File: config.mk
export PLATFORM = sky130hd
export DESIGN_NAME = ramp_adc_capture_flat
export DESIGN_NICKNAME = d
export VERILOG_FILES = /design/src/rtl/ramp_adc_capture_if.sv /design/src/rtl/ramp_adc_capture.sv /design/src/flat_wrapper.sv
export SDC_FILE = /design/constraint.sdc
export NUM_CORES = 1
export LEC_CHECK = 0
export CELL_PAD_IN_SITES_DETAIL_PLACEMENT = 1
export CELL_PAD_IN_SITES_GLOBAL_PLACEMENT = 1
export CORE_MARGIN = 10
export CORE_UTILIZATION = 30
export DETAILED_ROUTE_END_ITERATION = 10
export PLACE_DENSITY_LB_ADDON = 0.1
export SYNTH_ARGS = -nofsm -noshare
export SYNTH_HDL_FRONTEND = slang
export SYNTH_SLANG_ARGS = --single-unit
File: constraint.sdc
create_clock -name clk -period 2.6 [get_ports clk]
set_input_delay 0.39 -clock clk [delete_from_list [all_inputs] [get_ports clk]]
set_output_delay 0.39 -clock clk [all_outputs]
set_load 0.005 [all_outputs]
File: src/rtl/ramp_adc_capture_if.sv
// Ramp-ADC capture bundle: ramp code out, comparator in, and the sample valid/ready channel.
// The master side is the capture controller; the slave side is the front end plus the consumer.
interface ramp_adc_capture_if #(
    parameter int WIDTH = 8
) ();
    logic             enable;
    logic             comparator_in;
    logic [WIDTH-1:0] pwm_duty;
    logic [WIDTH-1:0] sample;
    logic             sample_valid;
    logic             sample_ready;
    logic             overrange;
    logic             sample_dropped;
    logic             busy;

    modport master (
        input  enable, comparator_in, sample_ready,
        output pwm_duty, sample, sample_valid, overrange, sample_dropped, busy
    );

    modport slave (
        output enable, comparator_in, sample_ready,
        input  pwm_duty, sample, sample_valid, overrange, sample_dropped, busy
    );
endinterface

File: src/rtl/ramp_adc_capture.sv
// Ramp-ADC controller: steps a PWM ramp, judges a synchronised comparator after each settle
// window, averages 2^AVG_LOG2 trip codes and publishes them on a valid/ready channel.
module ramp_adc_capture #(
    parameter int WIDTH         = 8,
    parameter int SETTLE_CYCLES = 64,
    parameter int SYNC_STAGES   = 2,
    parameter int AVG_LOG2      = 2
) (
    input  logic                clk,
    input  logic                reset,
    ramp_adc_capture_if.master  bus
);
    localparam int SC_W  = $clog2(SETTLE_CYCLES);
    localparam int ACC_W = WIDTH + AVG_LOG2;
    localparam int SWP_W = AVG_LOG2 + 1;
    localparam logic [SC_W-1:0]  SETTLE_LAST = SC_W'(SETTLE_CYCLES - 1);
    localparam logic [SWP_W-1:0] SWEEPS      = SWP_W'(1 << AVG_LOG2);
    localparam logic [WIDTH-1:0] CODE_MAX    = '1;

    typedef enum logic [1:0] {IDLE, SWEEP, PUBLISH} state_t;

    state_t                 state;
    logic [SYNC_STAGES-1:0] comp_sync;
    logic [SC_W-1:0]        settle_cnt;
    logic [SWP_W-1:0]       sweep_cnt;
    logic [ACC_W-1:0]       acc;
    logic                   ovr_acc;
    logic [WIDTH-1:0]       pwm_duty;
    logic [WIDTH-1:0]       sample;
    logic                   sample_valid;
    logic                   overrange;
    logic                   sample_dropped;
    logic                   busy;

    logic                   comp_s;
    logic                   at_max;
    logic                   trip;
    logic [ACC_W-1:0]       acc_add;
    logic [SWP_W-1:0]       sweep_nxt;

    // A trip is either the comparator flipping low or the ramp running out of codes.
    assign comp_s    = comp_sync[SYNC_STAGES-1];
    assign at_max    = (pwm_duty == CODE_MAX);
    assign trip      = !comp_s || at_max;
    assign acc_add   = acc + ACC_W'(pwm_duty);
    assign sweep_nxt = sweep_cnt + SWP_W'(1);

    always_ff @(posedge clk or posedge reset) begin
        if (reset) begin
            state          <= IDLE;
            comp_sync      <= '0;
            settle_cnt     <= '0;
            sweep_cnt      <= '0;
            acc            <= '0;
            ovr_acc        <= 1'b0;
            pwm_duty       <= '0;
            sample         <= '0;
            sample_valid   <= 1'b0;
            overrange      <= 1'b0;
            sample_dropped <= 1'b0;
            busy           <= 1'b0;
        end else begin
            comp_sync      <= {comp_sync[SYNC_STAGES-2:0], bus.comparator_in};
            sample_dropped <= 1'b0;
            if (sample_valid && bus.sample_ready)
                sample_valid <= 1'b0;

            case (state)
                IDLE: begin
                    if (bus.enable) begin
                        state      <= SWEEP;
                        busy       <= 1'b1;
                        pwm_duty   <= '0;
                        settle_cnt <= '0;
                    end
                end
                SWEEP: begin
                    if (!bus.enable) begin
                        state      <= IDLE;
                        busy       <= 1'b0;
                        pwm_duty   <= '0;
                        settle_cnt <= '0;
                        acc        <= '0;
                        ovr_acc    <= 1'b0;
                        sweep_cnt  <= '0;
                    end else if (settle_cnt == SETTLE_LAST) begin
                        settle_cnt <= '0;
                        if (trip) begin
                            acc       <= acc_add;
                            pwm_duty  <= '0;
                            sweep_cnt <= sweep_nxt;
                            if (comp_s && at_max)
                                ovr_acc <= 1'b1;
                            if (sweep_nxt == SWEEPS)
                                state <= PUBLISH;
                        end else begin
                            pwm_duty <= pwm_duty + WIDTH'(1);
                        end
                    end else begin
                        settle_cnt <= settle_cnt + SC_W'(1);
                    end
                end
                PUBLISH: begin
                    // Publishing over an unread sample loses it; a same-cycle read is not a loss.
                    sample       <= WIDTH'(acc >> AVG_LOG2);
                    overrange    <= ovr_acc;
                    sample_valid <= 1'b1;
                    if (sample_valid && !bus.sample_ready)
                        sample_dropped <= 1'b1;
                    acc        <= '0;
                    ovr_acc    <= 1'b0;
                    sweep_cnt  <= '0;
                    settle_cnt <= '0;
                    pwm_duty   <= '0;
                    if (bus.enable) begin
                        state <= SWEEP;
                    end else begin
                        state <= IDLE;
                        busy  <= 1'b0;
                    end
                end
                default: begin
                    state <= IDLE;
                    busy  <= 1'b0;
                end
            endcase
        end
    end

    assign bus.pwm_duty       = pwm_duty;
    assign bus.sample         = sample;
    assign bus.sample_valid   = sample_valid;
    assign bus.overrange      = overrange;
    assign bus.sample_dropped = sample_dropped;
    assign bus.busy           = busy;
endmodule

File: src/flat_wrapper.sv
// flat-port wrapper written by rule: the top's interface ports become plain ports
module ramp_adc_capture_flat 
#(
    parameter int WIDTH         = 8,
    parameter int SETTLE_CYCLES = 64,
    parameter int SYNC_STAGES   = 2,
    parameter int AVG_LOG2      = 2
)
  (clk, reset, bus_enable, bus_comparator_in, bus_sample_ready, bus_pwm_duty, bus_sample, bus_sample_valid, bus_overrange, bus_sample_dropped, bus_busy);
  ramp_adc_capture_if #(.WIDTH(WIDTH)) bus_i ();
  input  logic clk;
  input  logic reset;
  input wire logic [$bits(bus_i.enable)-1:0] bus_enable;
  input wire logic [$bits(bus_i.comparator_in)-1:0] bus_comparator_in;
  input wire logic [$bits(bus_i.sample_ready)-1:0] bus_sample_ready;
  output wire logic [$bits(bus_i.pwm_duty)-1:0] bus_pwm_duty;
  output wire logic [$bits(bus_i.sample)-1:0] bus_sample;
  output wire logic [$bits(bus_i.sample_valid)-1:0] bus_sample_valid;
  output wire logic [$bits(bus_i.overrange)-1:0] bus_overrange;
  output wire logic [$bits(bus_i.sample_dropped)-1:0] bus_sample_dropped;
  output wire logic [$bits(bus_i.busy)-1:0] bus_busy;
  assign bus_i.enable = bus_enable;
  assign bus_i.comparator_in = bus_comparator_in;
  assign bus_i.sample_ready = bus_sample_ready;
  assign bus_pwm_duty = bus_i.pwm_duty;
  assign bus_sample = bus_i.sample;
  assign bus_sample_valid = bus_i.sample_valid;
  assign bus_overrange = bus_i.overrange;
  assign bus_sample_dropped = bus_i.sample_dropped;
  assign bus_busy = bus_i.busy;
  ramp_adc_capture #(.WIDTH(WIDTH), .SETTLE_CYCLES(SETTLE_CYCLES), .SYNC_STAGES(SYNC_STAGES), .AVG_LOG2(AVG_LOG2)) u_core (.clk(clk), .reset(reset), .bus(bus_i));
endmodule
==> impl_metrics.yaml <==
status:
  outcome: "finished clean"
clock_network:
  cts_buffers: 5
  path_clk_slew_ps: 100
  clock_sinks: 44
  post_cts_resized: 0
  root_buffer: "clkbuf_8"
  cts_hold_buf: 0
  htree_levels: 2
  postCtsSetupBuffers: 0
  cts_buffer_depth: 2
  clkLatencyLatePin_ps: 310
  cts_tree: "built"
yosys:
  synth_fp_nets: 257
  synth_top_cell_area_share_pct: 45.55
  ys_ff_latch: 44
  syn_inst: 235
  synth_top_cell_by_area: "dfrtp_1"
  yosysWarnings: 0
  ys_types: 51
  avgSynthCellArea_um2: 10.29
  async_reset_ff_share_pct: 100.0
  yosysSeqAreaShare_pct: 45.55
  synth_edf_count: 0
  synth.area.top_cells: "dfrtp_1 46%, ha_1 8.3%, o21ai_0 6.0%, mux2_2 4.7%, nand2_1 3.7%"
  syn-cell-area_mm2: 0.002417
  dominantRegCellSynth: "dfrtp_1"
floorplanning:
  dieHeight_um: 109.8
  core-area_mm2: 0.007767
  start_util_pct: 31.12
  die_x_um: 109.8
  design.die.area_mm2: 0.01205
  ios: 25
  row_count: 32
critical_path:
  crit_type: "flop to flop"
  critical_path.max_fanout: 7
  worstSetupStartpointType: "flop"
  rr_worst_depth: 8
  required_ps: 2850
  arrival_ps: 2540
  endpoint_kind: "flop"
sta:
  rsz0062_at_grt: "false"
  fin_setup_tns_ps: 0
  fin_worst_skew_ps: 12.43
  drv_slew: 0
  setup_viol_count_final: 0
  finalCritPeriodShare_pct: 88.23
  slew_headroom_pct: 58.56
  min_period_ps: 2294
  max_freq_mhz: 435.9
  worst_pin_slew_ps: 620.7
  hold_violations: 0
flow_run:
  cap_violations: 0
hold_path:
  hold_depth: 0
  hp-class: "flop to flop"
layout:
  fin_nets: 291
  drive_above_1_share_pct: 13.33
  syn_to_final_growth_pct: 23.60
  fillCellCount: 891
  design_area_mm2: 0.002988
  diodes: 0
route:
  avgRoutedWirePerCell_um: 16.35
  viasPerCell: 5.008
  drt_wl_total_um: 6083
  drtPass1Iterations: 4
  first_iter_violations: 34
  vias: 1863
  ant_nets: 0
  drcViolationCount: 0
place:
  portBuffers: 24
  gp_congestion: 0.7450
  place_hpwl_um: 4660
  dpl_cell_area_mm2: 0.002829
grt:
  grt_pass1_wl_um: 10320
  met3_usage_pct: 2.516
  use_met1_pct: 13.11
  antenna_found_initial: 0
  grt_usage_pct: 10.79
  grt_util_met2_pct: 18.19
  grt_max_degree: 29
  grt_pass1_vias: 2044
  gr-total-overflow: 0
  top_usage_layer: "met2"
pwr:
  p_per_area_mw_per_mm2: 800.9
  irDropWorstVdd_uv: 326.8
  p_leak_nw: 1.350
  power.total_mw: 2.393
==> Yosys cell counts, drive strengths merged (2+ instances only) <==
| cell | n |
|---|---|
| nor2b | 5 |
| mux2 | 10 |
| o2111ai | 2 |
| o31ai | 9 |
| dfrtp | 44 |
| and2 | 2 |
| buf | 4 |
| a211oi | 2 |
| o21bai | 2 |
| a21oi | 4 |
| ha | 16 |
| a22o | 2 |
| a21o | 3 |
| inv | 12 |
| o21ai | 30 |
| or2 | 2 |
| nand2b | 2 |
| nor3 | 3 |
| o311ai | 2 |
| nand3 | 11 |
| xnor2 | 3 |
| o41ai | 3 |
| nor2 | 13 |
| nand2 | 25 |
| and3 | 4 |
| xor2 | 4 |
==> kinds of logic after synthesis <==
kind of cell	count (synthesis)	synth area share (%)
buffers and inverters	16	2.743
flip-flops	44	45.55
multiplexers	10	4.658
XOR/XNOR	7	2.536
AND/OR/NAND/NOR	73	15.27
adder cells (fa/ha/maj)	17	9.110
AO/OA/AOI/OAI	68	20.14
==> critical path, cell delays in order, from the launching register on <==
cell and delay [ps]:
dfrtp_1 470, ha_1 230, inv_1 60, fa_1 360, and2b_1 240, o2111ai_1 130, a32o_1 260, or4_1 400
nand3_1 90
==> metrics by stage <==
stage	std cells	setup WS [ps]	utilization [%]	hold slack [ps]
after global placement	364	352.9	36.42	350.8
after CTS	372	297.2	38.47	362.0
after floorplan	235	464.2	-	331.2
after detailed placement	364	318.0	36.42	341.0
final	372	306.0	38.47	361.0
after global routing	372	156.3	38.47	377.4
==> layer usage <==
| layer | vias up | wire [µm] |
|---|---|---|
| li1 | 921 | - |
| met1 | 911 | 2849 |
| met2 | 23 | 2901 |
| met3 | 8 | 222 |
| met4 | 0 | 110 |
| met5 | - | 0 |
==> final timing paths <==
check	from	endpoint	slack (ps)
max	u_core.bus.pwm_duty[0]	u_core.acc[8]	310
min	u_core.comp_sync[0]	u_core.comp_sync[1]	360
max reg2reg	u_core.bus.pwm_duty[0]	u_core.acc[8]	310
min reg2reg	u_core.comp_sync[0]	u_core.comp_sync[1]	360
max in group asynchronous	reset	u_core.settle_cnt[4]	1540
min in group asynchronous	reset	u_core.bus.sample[6]	470
==> sequential cells by signal, indices dropped and copies added (netlist names) <==
signal	count
u_core.acc	10
u_core.settle_cnt	6
u_core.ovr_acc	1
u_core.bus.overrange	1
u_core.bus.sample	8
u_core.bus.pwm_duty	8
u_core.state	2
u_core.bus.sample_valid	1
u_core.bus.busy	1
u_core.sweep_cnt	3
u_core.comp_sync	2
u_core.bus.sample_dropped	1
==> cell usage in the layout, fill, tap and decap left out, types with 2 or more instances in the layout <==
cell,n
dfrtp_1,44
o21ai_0,29
nand2_1,24
clkdlybuf4s50_1,24
ha_1,16
nor2_1,13
inv_1,11
nand3_1,10
mux2_2,10
o31ai_1,9
buf_4,6
clkbuf_8,5
a21oi_1,4
nor2b_1,4
xor2_1,4
and3_1,3
nor3_1,3
xnor2_1,3
a21o_1,3
o41ai_1,3
bufinv_16,3
or2_1,2
o2111ai_1,2
a22o_1,2
and2_1,2
nand2b_1,2
a211oi_1,2
==> power by group <==
group          internal [mW]  switching [mW]
logic                  0.346           0.467
clock network          0.481           0.256
registers              0.771          0.0714
==> final cells by class <==
| cell class | count | area, µm² | share of cell area [%] |
|---|---|---|---|
| tap | 102 | 127.6 | 4.271 |
| clock inverter | 3 | 90.09 | 3.015 |
| inverter | 12 | 45.04 | 1.508 |
| clock buffer | 5 | 68.82 | 2.303 |
| multi-input combinational | 175 | 1250 | 41.83 |
| sequential | 44 | 1101 | 36.85 |
| timing repair buffer | 31 | 305.3 | 10.22 |
Power figures use the tool's default switching activity.
